===== src/rtl/key_input_conditioner.sv =====
// key_input_conditioner: conditions raw active-low DE2 pushbuttons into clean
// per-key events on CLOCK_50.
// Ports:
//   CLOCK_50      system clock
//   RST           synchronous active-high reset
//   KEY_N         raw pushbuttons, active-low, asynchronous
//   key_level     debounced pressed level (1 = pressed)
//   press_pulse   1-cycle strobe on accepted press
//   release_pulse 1-cycle strobe on accepted release
//   long_pulse    1-cycle strobe once per press held LONG_CYCLES
//   last_key      index of the lowest key in the most recent press strobe
//   last_valid    set on the first press after reset
module key_input_conditioner #(
   parameter int unsigned N_KEYS          = 4,
   parameter int unsigned DEBOUNCE_CYCLES = 1000000,
   parameter int unsigned LONG_CYCLES     = 50000000
) (
   input  logic              CLOCK_50,
   input  logic              RST,
   input  logic [N_KEYS-1:0] KEY_N,
   output logic [N_KEYS-1:0] key_level,
   output logic [N_KEYS-1:0] press_pulse,
   output logic [N_KEYS-1:0] release_pulse,
   output logic [N_KEYS-1:0] long_pulse,
   output logic [2:0]        last_key,
   output logic              last_valid
);

   localparam int unsigned DEB_W  = $clog2(DEBOUNCE_CYCLES);
   localparam int unsigned HOLD_W = $clog2(LONG_CYCLES);
   localparam logic [DEB_W-1:0]  DEB_MAX  = DEB_W'(DEBOUNCE_CYCLES - 1);
   localparam logic [HOLD_W-1:0] HOLD_MAX = HOLD_W'(LONG_CYCLES - 1);

   typedef enum logic [1:0] {
      ST_RELEASED = 2'd0,
      ST_PRESSED  = 2'd1,
      ST_LONG     = 2'd2
   } key_state_t;

   logic [N_KEYS-1:0] sync1;
   logic [N_KEYS-1:0] sync2;
   logic [N_KEYS-1:0] s;
   logic [N_KEYS-1:0] press_nx_v;
   logic [2:0]        low_idx;

   // Two-flop synchronizer; reset to released so a held key is re-debounced.
   always_ff @(posedge CLOCK_50) begin
      if (RST) begin
         sync1 <= '1;
         sync2 <= '1;
      end else begin
         sync1 <= KEY_N;
         sync2 <= sync1;
      end
   end

   assign s = ~sync2;

   for (genvar k = 0; k < N_KEYS; k++) begin : g_key
      key_state_t        state, state_nx;
      logic [DEB_W-1:0]  deb, deb_nx;
      logic [HOLD_W-1:0] hold, hold_nx;
      logic              level_q, press_q, release_q, long_q;
      logic              press_nx, release_nx, long_nx;

      // State, counters and registered event outputs.
      always_ff @(posedge CLOCK_50) begin
         if (RST) begin
            state     <= ST_RELEASED;
            deb       <= '0;
            hold      <= '0;
            level_q   <= 1'b0;
            press_q   <= 1'b0;
            release_q <= 1'b0;
            long_q    <= 1'b0;
         end else begin
            state     <= state_nx;
            deb       <= deb_nx;
            hold      <= hold_nx;
            level_q   <= (state_nx != ST_RELEASED);
            press_q   <= press_nx;
            release_q <= release_nx;
            long_q    <= long_nx;
         end
      end

      // Debounce / hold next-state logic.
      always_comb begin
         state_nx   = state;
         deb_nx     = deb;
         hold_nx    = hold;
         press_nx   = 1'b0;
         release_nx = 1'b0;
         long_nx    = 1'b0;
         unique case (state)
            ST_RELEASED: begin
               if (s[k]) begin
                  if (deb == DEB_MAX) begin
                     state_nx = ST_PRESSED;
                     press_nx = 1'b1;
                     deb_nx   = '0;
                     hold_nx  = '0;
                  end else begin
                     deb_nx = deb + DEB_W'(1);
                  end
               end else begin
                  deb_nx = '0;
               end
            end
            ST_PRESSED, ST_LONG: begin
               if (!s[k]) begin
                  if (deb == DEB_MAX) begin
                     state_nx   = ST_RELEASED;
                     release_nx = 1'b1;
                     deb_nx     = '0;
                  end else begin
                     deb_nx = deb + DEB_W'(1);
                  end
               end else begin
                  deb_nx = '0;
               end
               // A release accepted on the threshold cycle suppresses the long strobe.
               if (state == ST_PRESSED && !release_nx) begin
                  if (hold == HOLD_MAX) begin
                     long_nx  = 1'b1;
                     state_nx = ST_LONG;
                  end else begin
                     hold_nx = hold + HOLD_W'(1);
                  end
               end
            end
            default: state_nx = ST_RELEASED;
         endcase
      end

      assign key_level[k]     = level_q;
      assign press_pulse[k]   = press_q;
      assign release_pulse[k] = release_q;
      assign long_pulse[k]    = long_q;
      assign press_nx_v[k]    = press_nx;
   end

   // Lowest set bit of the press strobes about to be issued.
   always_comb begin
      low_idx = 3'd0;
      for (int i = int'(N_KEYS) - 1; i >= 0; i--) begin
         if (press_nx_v[i]) low_idx = 3'(i);
      end
   end

   // last_key updates in the same cycle its press_pulse is visible.
   always_ff @(posedge CLOCK_50) begin
      if (RST) begin
         last_key   <= 3'd0;
         last_valid <= 1'b0;
      end else if (|press_nx_v) begin
         last_key   <= low_idx;
         last_valid <= 1'b1;
      end
   end

endmodule

===== config.mk =====
export PLATFORM = sky130hd
export DESIGN_NAME = key_input_conditioner
export DESIGN_NICKNAME = d
export VERILOG_FILES = /design/src/rtl/key_input_conditioner.sv
export SDC_FILE = /design/constraint.sdc
export NUM_CORES = 1
export LEC_CHECK = 0
export CAP_MARGIN = 40
export CORE_MARGIN = 5
export CORE_UTILIZATION = 35
export DETAILED_ROUTE_END_ITERATION = 10
export GPL_TIMING_DRIVEN = 0
export SLEW_MARGIN = 5
export SYNTH_ARGS = -nofsm -noshare
export SYNTH_HDL_FRONTEND = slang
export SYNTH_SLANG_ARGS = --single-unit

===== constraint.sdc =====
create_clock -name CLOCK_50 -period 3.3 [get_ports CLOCK_50]
set_input_delay 0.825 -clock CLOCK_50 [delete_from_list [all_inputs] [get_ports CLOCK_50]]
set_output_delay 0.825 -clock CLOCK_50 [all_outputs]
set_load 0.02 [all_outputs]

==> results by group, run 1 <==
Pwr
  • Clock power share: 0.521
  • Seq pwr share: 0.464
  • Worst VDD drop: 0.366 mV
  • Cell-internal power: 0.00454 W
  • Total design power: 0.00571 W
  • Static Leak: 3.92 nW
  • Cell area power density: 462 mW/mm^2
  • Net switching power: 0.00117 W
  • Switching portion of total power: 0.205
  • Comb pwr share: 0.014

Layout
  • Count of placed standard cells in the final layout, fillers left out: 1755
  • Final nets: between 1k and 1.5k
  • Fraction of final layout cells with drive strength greater than 1: 0.0699
  • Seq. cell area: 0.00438 sq mm
  • Area added between synthesis and finish: 15.6%
  • Area occupied by multi-input gates: approximately 0.006 sq mm
  • Ant. Diodes: 0
  • Number of filler cells placed in the layout: 3062

Logic synthesis
  • Async set-reset flop share out of synthesis: 0
  • Mux contribution to synthesized area: 0.00187
  • Dominant combinational cell family by area after synthesis: simple AND/OR/NAND/NOR gates
  • Synthesized cell area: between 0.01 and 0.015 sq mm
  • Register bit total from synthesis: 219
  • Syn. warnings: 0
  • Basic-gate share of the synthesized area counting and, or, nand and nor cells: 0.314
  • Dominant synthesized flop cell: sky130_fd_sc_hd__dfxtp_1
  • Proportion of synthesized chip area in sequential cells: 0.410
  • Share of the synthesized netlist area taken by xor and xnor gates: 0.0778
  • Cell count after synthesis: 1287
  • Adder-Cell Fraction of Synth Area: 0.0234
  • Number of unique standard cell types used by synthesis: 66
  • Count of flip-flops with a built-in enable after synthesis: 0
  • Compound-Gate Fraction of Synth Area: 0.131
  • Synthesized net count: 1313
  • Average footprint of a synthesized cell: roughly 8.3 sq um

Run status
  • Outcome: finished clean

GRT
  • Pin count of the biggest net entering global routing: 14
  • Residual overflow from global routing: 0
  • Global-route wire length before repair: approximately 43 mm
  • Global Route Usage Sum: 0.146
  • Vias in the first global route: ~9.0k
  • Number of antenna violations at the first check in global routing: 0

Drt
  • Routed WL: 25.1 mm
  • DR iter-0 viols: 523
  • Number of search-and-repair iterations in the first detailed-routing pass: 5
  • Via Count: 9426
  • Routed wirelength normalized by instance count: 14.3 um
  • Final routed DRC violation total: 0
  • Vias per cell: 5.37
  • Number of routed nets with antenna violations: 0

Timing
  • Transition time of the tightest slew-check pin: roughly 0.87 ns
  • Setup TNS Final: 0 ns
  • Hold violation total from the final report: 0
  • Final setup violation count: 0
  • Maximum frequency from static timing analysis: about 330 MHz
  • Final cycle utilization of the critical path: 0.905
  • Worst max-slew margin expressed relative to the limit: 0.420
  • Shortest period the worst path allows: 2.99 ns
  • Clock skew: roughly 0.0084 ns
  • Count of pins over their slew limit: 0
  • Hold slack final: 0.405 ns
  • Worst Slack Setup Final: about 0.31 ns
  • Unrepaired setup endpoints after global routing: false

Die
  • Site Rows: 64
  • Die area: 0.0342 sq mm
  • Vert. Die Dim: 185 um
  • Die extent in x: 185 um
  • Starting density of the core: 0.352
  • Floorplan Core Area: 0.0303 sq mm
  • Top-level I/O count: 26

Critical path
  • Critical path type: reg -> reg
  • Critical path required time: about 3.7 ns
  • Type of destination of the critical path: flop
  • Category of the worst setup path launch point: flop
  • Endpoint arrival time on the critical path: 3.37 ns
  • Critical Path Fanout Max: 10

Clock network
  • Deepest clock path buffer count: 3
  • Clock latency at the later pin of the worst-skew pair: 0.52 ns
  • Sinks on Clock Net: between 200 and 250
  • CTS tree: yes
  • Number of H-tree levels: 1
  • Clock slew seen by the registers of the worst setup and hold paths: 0.06 ns
  • Inserted Clock Buffers: 25
  • Number of hold buffers added after cts: 0
  • Clk root buf: sky130_fd_sc_hd__clkbuf_16

Placement
  • Worst slack at placement: -0.0458 ns
  • RePlAce Congestion: 0.804
  • Post-detailed-placement half-perimeter wirelength: 17.4 mm
  • Placed cells: 1709
  • Total of buffers placed on input and output ports: 24

Hold path
  • Class of the worst hold path: reg -> reg

Flow run
  • Max-cap viol count: 0
==> Yosys cell counts, types with 3 or more instances <==
cell type / n / share of area
sky130_fd_sc_hd__or4b_2: 4 / 0.0037
sky130_fd_sc_hd__dfxtp_1: 219 / 0.41
sky130_fd_sc_hd__nor3b_1: 4 / 0.0028
sky130_fd_sc_hd__ha_1: 20 / 0.023
sky130_fd_sc_hd__nor3_1: 26 / 0.012
sky130_fd_sc_hd__nor2_1: 147 / 0.052
sky130_fd_sc_hd__nor4bb_1: 4 / 0.0037
sky130_fd_sc_hd__and2_1: 11 / 0.0064
sky130_fd_sc_hd__nor4b_1: 12 / 0.0098
sky130_fd_sc_hd__a211oi_1: 4 / 0.0028
sky130_fd_sc_hd__a21boi_0: 3 / 0.0021
sky130_fd_sc_hd__inv_1: 34 / 0.012
sky130_fd_sc_hd__nor4_1: 21 / 0.012
sky130_fd_sc_hd__buf_1: 3 / 0.0011
sky130_fd_sc_hd__xnor2_1: 37 / 0.030
sky130_fd_sc_hd__or2_2: 15 / 0.0088
sky130_fd_sc_hd__and3_1: 22 / 0.013
sky130_fd_sc_hd__nand3b_1: 4 / 0.0028
sky130_fd_sc_hd__o21ai_0: 56 / 0.026
sky130_fd_sc_hd__a21o_1: 3 / 0.0021
sky130_fd_sc_hd__a21oi_1: 93 / 0.044
sky130_fd_sc_hd__clkbuf_1: 45 / 0.016
sky130_fd_sc_hd__or4_1: 38 / 0.027
sky130_fd_sc_hd__and3b_1: 3 / 0.0025
sky130_fd_sc_hd__o21ai_1: 4 / 0.0019
sky130_fd_sc_hd__or3_1: 53 / 0.031
sky130_fd_sc_hd__nand4b_1: 10 / 0.0082
sky130_fd_sc_hd__o31ai_1: 29 / 0.020
sky130_fd_sc_hd__nor2b_1: 8 / 0.0047
sky130_fd_sc_hd__and4_1: 20 / 0.016
sky130_fd_sc_hd__nand2_1: 94 / 0.033
sky130_fd_sc_hd__xor2_1: 58 / 0.047
sky130_fd_sc_hd__a31oi_1: 4 / 0.0023
sky130_fd_sc_hd__o211ai_1: 8 / 0.0056
sky130_fd_sc_hd__buf_4: 17 / 0.012
sky130_fd_sc_hd__nand3_1: 72 / 0.034
sky130_fd_sc_hd__o21a_1: 4 / 0.0028
sky130_fd_sc_hd__o2111ai_1: 5 / 0.0041
sky130_fd_sc_hd__nand4_1: 38 / 0.022
==> critical path: stages, from the launching register on <==
cell and delay [ns]:
sky130_fd_sc_hd__dfxtp_1 0.31, sky130_fd_sc_hd__clkbuf_1 0.29, sky130_fd_sc_hd__nor4b_1 0.10, sky130_fd_sc_hd__and4_1 0.18, sky130_fd_sc_hd__a311oi_1 0.64, sky130_fd_sc_hd__nand4b_1 0.54
sky130_fd_sc_hd__clkbuf_1 0.40, sky130_fd_sc_hd__o31ai_1 0.29, sky130_fd_sc_hd__a21oi_1 0.09
==> cells in the final DEF (no fill, tap or decap), drive strengths merged, types with 4 or more instances in the layout <==
cell type and n:
or4 38, and2 11, a31oi 4, nor4bb 4, and4 20, and3 22
nor3b 4, or4b 6, or3 53, nor3 26, xor2 58, a211oi 4
nor2b 8, nor4 21, o31ai 29, nand3 72, nand4 38, clkinv 9
clkbuf 79, ha 20, nand2 94, bufinv 4, o211ai 8, nor2 147
a21oi 93, nand4b 10, clkdlybuf4s50 24, o21a 4, o21ai 60, dfxtp 219
or2 15, xnor2 37, nor4b 13, nand3b 4, buf 23, o2111ai 5
inv 34
==> cell families (layout without fill, tap and decap cells) <==
| logic type | count (synthesis) | in the layout |
|---|---|---|
| and+or+nand+nor | 615 | 615 |
| AOI/OAI and AO/OA | 233 | 233 |
| DFF | 219 | 219 |
| buffers and inverters | 102 | 174 |
| xor gates and xnor gates | 95 | 95 |
| adders and majority gates | 20 | 20 |
| muxes | 2 | 2 |
| other | 1 | 1 |
==> registers in the layout (all words and copies together), names as in the netlist <==
register / count
g_key.deb: 80
g_key.hold: 104
g_key.level_q: 4
g_key.long_q: 4
g_key.press_q: 4
g_key.release_q: 4
g_key.state: 8
last_key: 2
last_valid: 1
sync1: 4
sync2: 4
==> area by class of cell <==
| class | count | area share |
|---|---|---|
| buffer | 67 | 0.0260 |
| clock buffer | 33 | 0.0595 |
| clock inverter | 12 | 0.0130 |
| inverter | 35 | 0.0106 |
| multi-input combinational | 966 | 0.475 |
| sequential | 219 | 0.355 |
| tap | 396 | 0.0401 |
| timing repair buffer | 27 | 0.0213 |
==> worst paths after layout <==
kind,start,to,slack (ns),cells after the start
setup / recovery,g_key[0].hold[11],g_key[0].hold[25],0.31,8
hold / removal,sync1[1],sync2[1],0.41,1
setup reg to reg,g_key[0].hold[11],g_key[0].hold[25],0.31,8
hold reg to reg,sync1[1],sync2[1],0.41,1
==> what timing repair did <==
item | 4_1_cts | 5_1_grt
pin swaps | 0 | 1
gates resized for setup | 1 | 5
setup endpoints to repair | 1 | 30
setup buffers | 0 | 1
==> power groups by stage <==
stage	logic, W	clock network (W)	registers [W]
after global placement	0.0000832	0	0.00271
after floorplan	0.0000492	0	0.00271
final	0.0000825	0.00298	0.00265
after CTS	0.0000834	0.00306	0.00265
after detailed placement	0.0000831	0	0.00271
after global routing	0.0000915	0.00316	0.00265
==> routing by layer <==
metal  share of wire  vias up  track usage
li1                -     4784            -
met2            0.45      140        0.239
met1            0.49     4466        0.207
met5               0        -            0
met3           0.038       36       0.0218
met4           0.016        0       0.0297
==> stage by stage <==
stage | util | cell area (sq um)
floorplan | - | 10700
global placement | 0.377 | 11400
detailed placement | 0.377 | 11400
CTS | 0.407 | 12300
global route | 0.407 | 12400
finish | 0.407 | 12400
(Power assumes the default switching activity.)
==> run 2: changes to the inputs <==
PLACE_DENSITY_LB_ADDON = 0.1   (was not set)
==> run 2 against run 1 <==
Compared with the run above: setup slack lost 0.036 ns; critical path type unchanged; routed wire length grew 4.0%; clock power shrank 7.4%.
==> results by group, run 2 (synthesized netlist as in run 1, its figures left out) <==
Run status
  • Outcome: finished clean

Timing
  • Count of pins over their slew limit: 0
  • Unrepaired setup endpoints after global routing: false
  • Worst max-slew margin expressed relative to the limit: 0.407
  • Clock skew: 0.00683 ns
  • Final setup violation count: 0
  • Shortest period the worst path allows: 3.02 ns
  • Hold violation total from the final report: 0
  • Final cycle utilization of the critical path: 0.916
  • Maximum frequency from static timing analysis: 331 MHz
  • Transition time of the tightest slew-check pin: 0.881 ns

Die
  • Die extent in x: roughly 180 um
  • Site Rows: 64
  • Die area: between 0.03 and 0.04 sq mm
  • Vert. Die Dim: 185 um
  • Starting density of the core: 0.352
  • Top-level I/O count: 26
  • Floorplan Core Area: roughly 0.03 sq mm

Pwr
  • Static Leak: 3.87 nW
  • Worst VDD drop: 0.355 mV
  • Cell area power density: 448 mW/mm^2
  • Total design power: 0.00550 W

Clock network
  • Number of hold buffers added after cts: 0
  • Deepest clock path buffer count: 3
  • Number of H-tree levels: 1
  • Number of resized instances in the post-cts repair step: 0
  • Inserted Clock Buffers: 27
  • Clock slew seen by the registers of the worst setup and hold paths: 0.05 ns
  • CTS tree: yes
  • Clk root buf: sky130_fd_sc_hd__clkbuf_16
  • Post-CTS setup buffer count: 0
  • Clock latency at the later pin of the worst-skew pair: between 0.5 and 0.6 ns
  • Sinks on Clock Net: roughly 220

Critical path
  • Critical Path Fanout Max: 10
  • Critical register-to-register path endpoint: g_key[2].hold[19]
  • Category of the worst setup path launch point: flop
  • Endpoint arrival time on the critical path: 3.47 ns
  • R2R setup slack: around 0.28 ns
  • Number of cells traversed by the worst register-to-register path: 10
  • Crit. Startpoint: g_key[2].deb[0]
  • Critical path required time: 3.75 ns
  • Last element of the critical path: g_key[2].hold[19]
  • Reg-to-reg startpoint: g_key[2].deb[0]
  • Critical path type: reg -> reg
  • Type of destination of the critical path: flop

GRT
  • Number of antenna violations at the first check in global routing: 0
  • Residual overflow from global routing: 0
  • Global-route wire length before repair: 43.7 mm
  • Pin count of the biggest net entering global routing: 13
  • Vias in the first global route: around 8.6k
  • Global Route Usage Sum: 0.150

Layout
  • Number of filler cells placed in the layout: 3089
  • Count of placed standard cells in the final layout, fillers left out: roughly 1.8k
  • Fraction of final layout cells with drive strength greater than 1: 0.0640
  • Top reg by flops: g_key.hold
  • Area added between synthesis and finish: 14.9%
  • Number of flip-flops under the largest register name: 104
  • Largest registers ranked by flip-flop count: g_key.hold: 104 flops, g_key.deb: 80 flops, g_key.state: 8 flops
  • Most common cell after layout, fill and taps aside: sky130_fd_sc_hd__dfxtp_1
  • Commonest cells after routing, fill and taps aside: sky130_fd_sc_hd__dfxtp_1 (219), sky130_fd_sc_hd__nor2_1 (147), sky130_fd_sc_hd__nand2_1 (94)
  • Final nets: 1368

Placement
  • RePlAce Congestion: 0.776
  • Placed cells: 1709
  • Total of buffers placed on input and output ports: 24
  • Post-detailed-placement half-perimeter wirelength: 18.2 mm

Drt
  • Routed wirelength normalized by instance count: 14.9 um
  • Number of routed nets with antenna violations: 0
  • Final routed DRC violation total: 0
  • Routed WL: 26.2 mm
  • Vias per cell: 5.31
  • Number of search-and-repair iterations in the first detailed-routing pass: 5
  • DR iter-0 viols: 520
  • Via Count: between 9k and 10k

Hold path
  • Class of the worst hold path: reg -> reg

Flow run
  • Max-cap viol count: 0
run 2: cell count changes in the layout (fill, tap and decap cells not counted):
cell                              before  now
sky130_fd_sc_hd__clkbuf_1             42   52
sky130_fd_sc_hd__clkinv_2              8    3
sky130_fd_sc_hd__bufinv_16             4    0
sky130_fd_sc_hd__clkbuf_16            25   27
sky130_fd_sc_hd__buf_2                 2    3
sky130_fd_sc_hd__buf_4                18   17
sky130_fd_sc_hd__clkbuf_8              8    7
sky130_fd_sc_hd__clkdlybuf4s18_2       1    0
sky130_fd_sc_hd__diode_2               0    1
sky130_fd_sc_hd__nor4b_1              12   11
sky130_fd_sc_hd__nor4b_2               1    2
run 2: worst min path at each step:
stage	startpoint	end	slack, ns	cells past startpoint
floorplan	sync1[0]	sync2[0]	0.39	1
global placement	sync1[1]	sync2[1]	0.39	1
detailed placement	sync1[1]	sync2[1]	0.39	1
CTS	sync1[3]	sync2[3]	0.41	1
global route	sync1[0]	sync2[0]	0.43	1
finish	sync1[1]	sync2[1]	0.41	1
run 2: area by class of cell:
type,count,area [sq um],share of cell area
inverter,35,131,0.0107
clock buffer,44,810,0.0659
buffer,67,322,0.0262
clock inverter,3,15.0,0.00122
multi-input combinational,966,5870,0.478
sequential,219,4380,0.357
tap,396,495,0.0403
antenna,1,2.50,0.000204
timing repair buffer,26,250,0.0204
run 2: metrics by stage:
stage,setup slack (ns),cell area [sq um],hold slack (ns),utilization,TNS [ns]
after detailed placement,-0.114,11400,0.394,0.377,-1.07
after global routing,0.00738,12300,0.429,0.405,0
after CTS,0.0357,12300,0.413,0.404,0
after floorplan,0.727,10700,0.389,-,0
after global placement,-0.132,11400,0.393,0.377,-1.27
final,0.277,12300,0.409,0.405,0
run 2: worst max-delay path: stages (launching register included):
cell	delay (ns)
sky130_fd_sc_hd__dfxtp_1	0.35
sky130_fd_sc_hd__ha_1	0.23
sky130_fd_sc_hd__and4_1	0.22
sky130_fd_sc_hd__and4_1	0.22
sky130_fd_sc_hd__and3_1	0.18
sky130_fd_sc_hd__clkbuf_1	0.17
sky130_fd_sc_hd__or4_1	0.56
sky130_fd_sc_hd__clkbuf_1	0.21
sky130_fd_sc_hd__clkbuf_1	0.28
sky130_fd_sc_hd__or3_1	0.40
sky130_fd_sc_hd__a21oi_1	0.14
run 2: per-layer routing:
layer,routed length [um],track usage
met4,505,0.0314
met1,13000,0.216
met5,0,0
met3,987,0.0206
met2,11700,0.243
run 2: power breakdown:
part	switching [W]	leakage, nW	internal, W	total, W
clock network	0.00111	0.407	0.00165	0.00276
registers	0.00000370	1.77	0.00265	0.00265
logic	0.0000607	1.70	0.0000219	0.0000826
total	0.00117	3.87	0.00433	0.00550
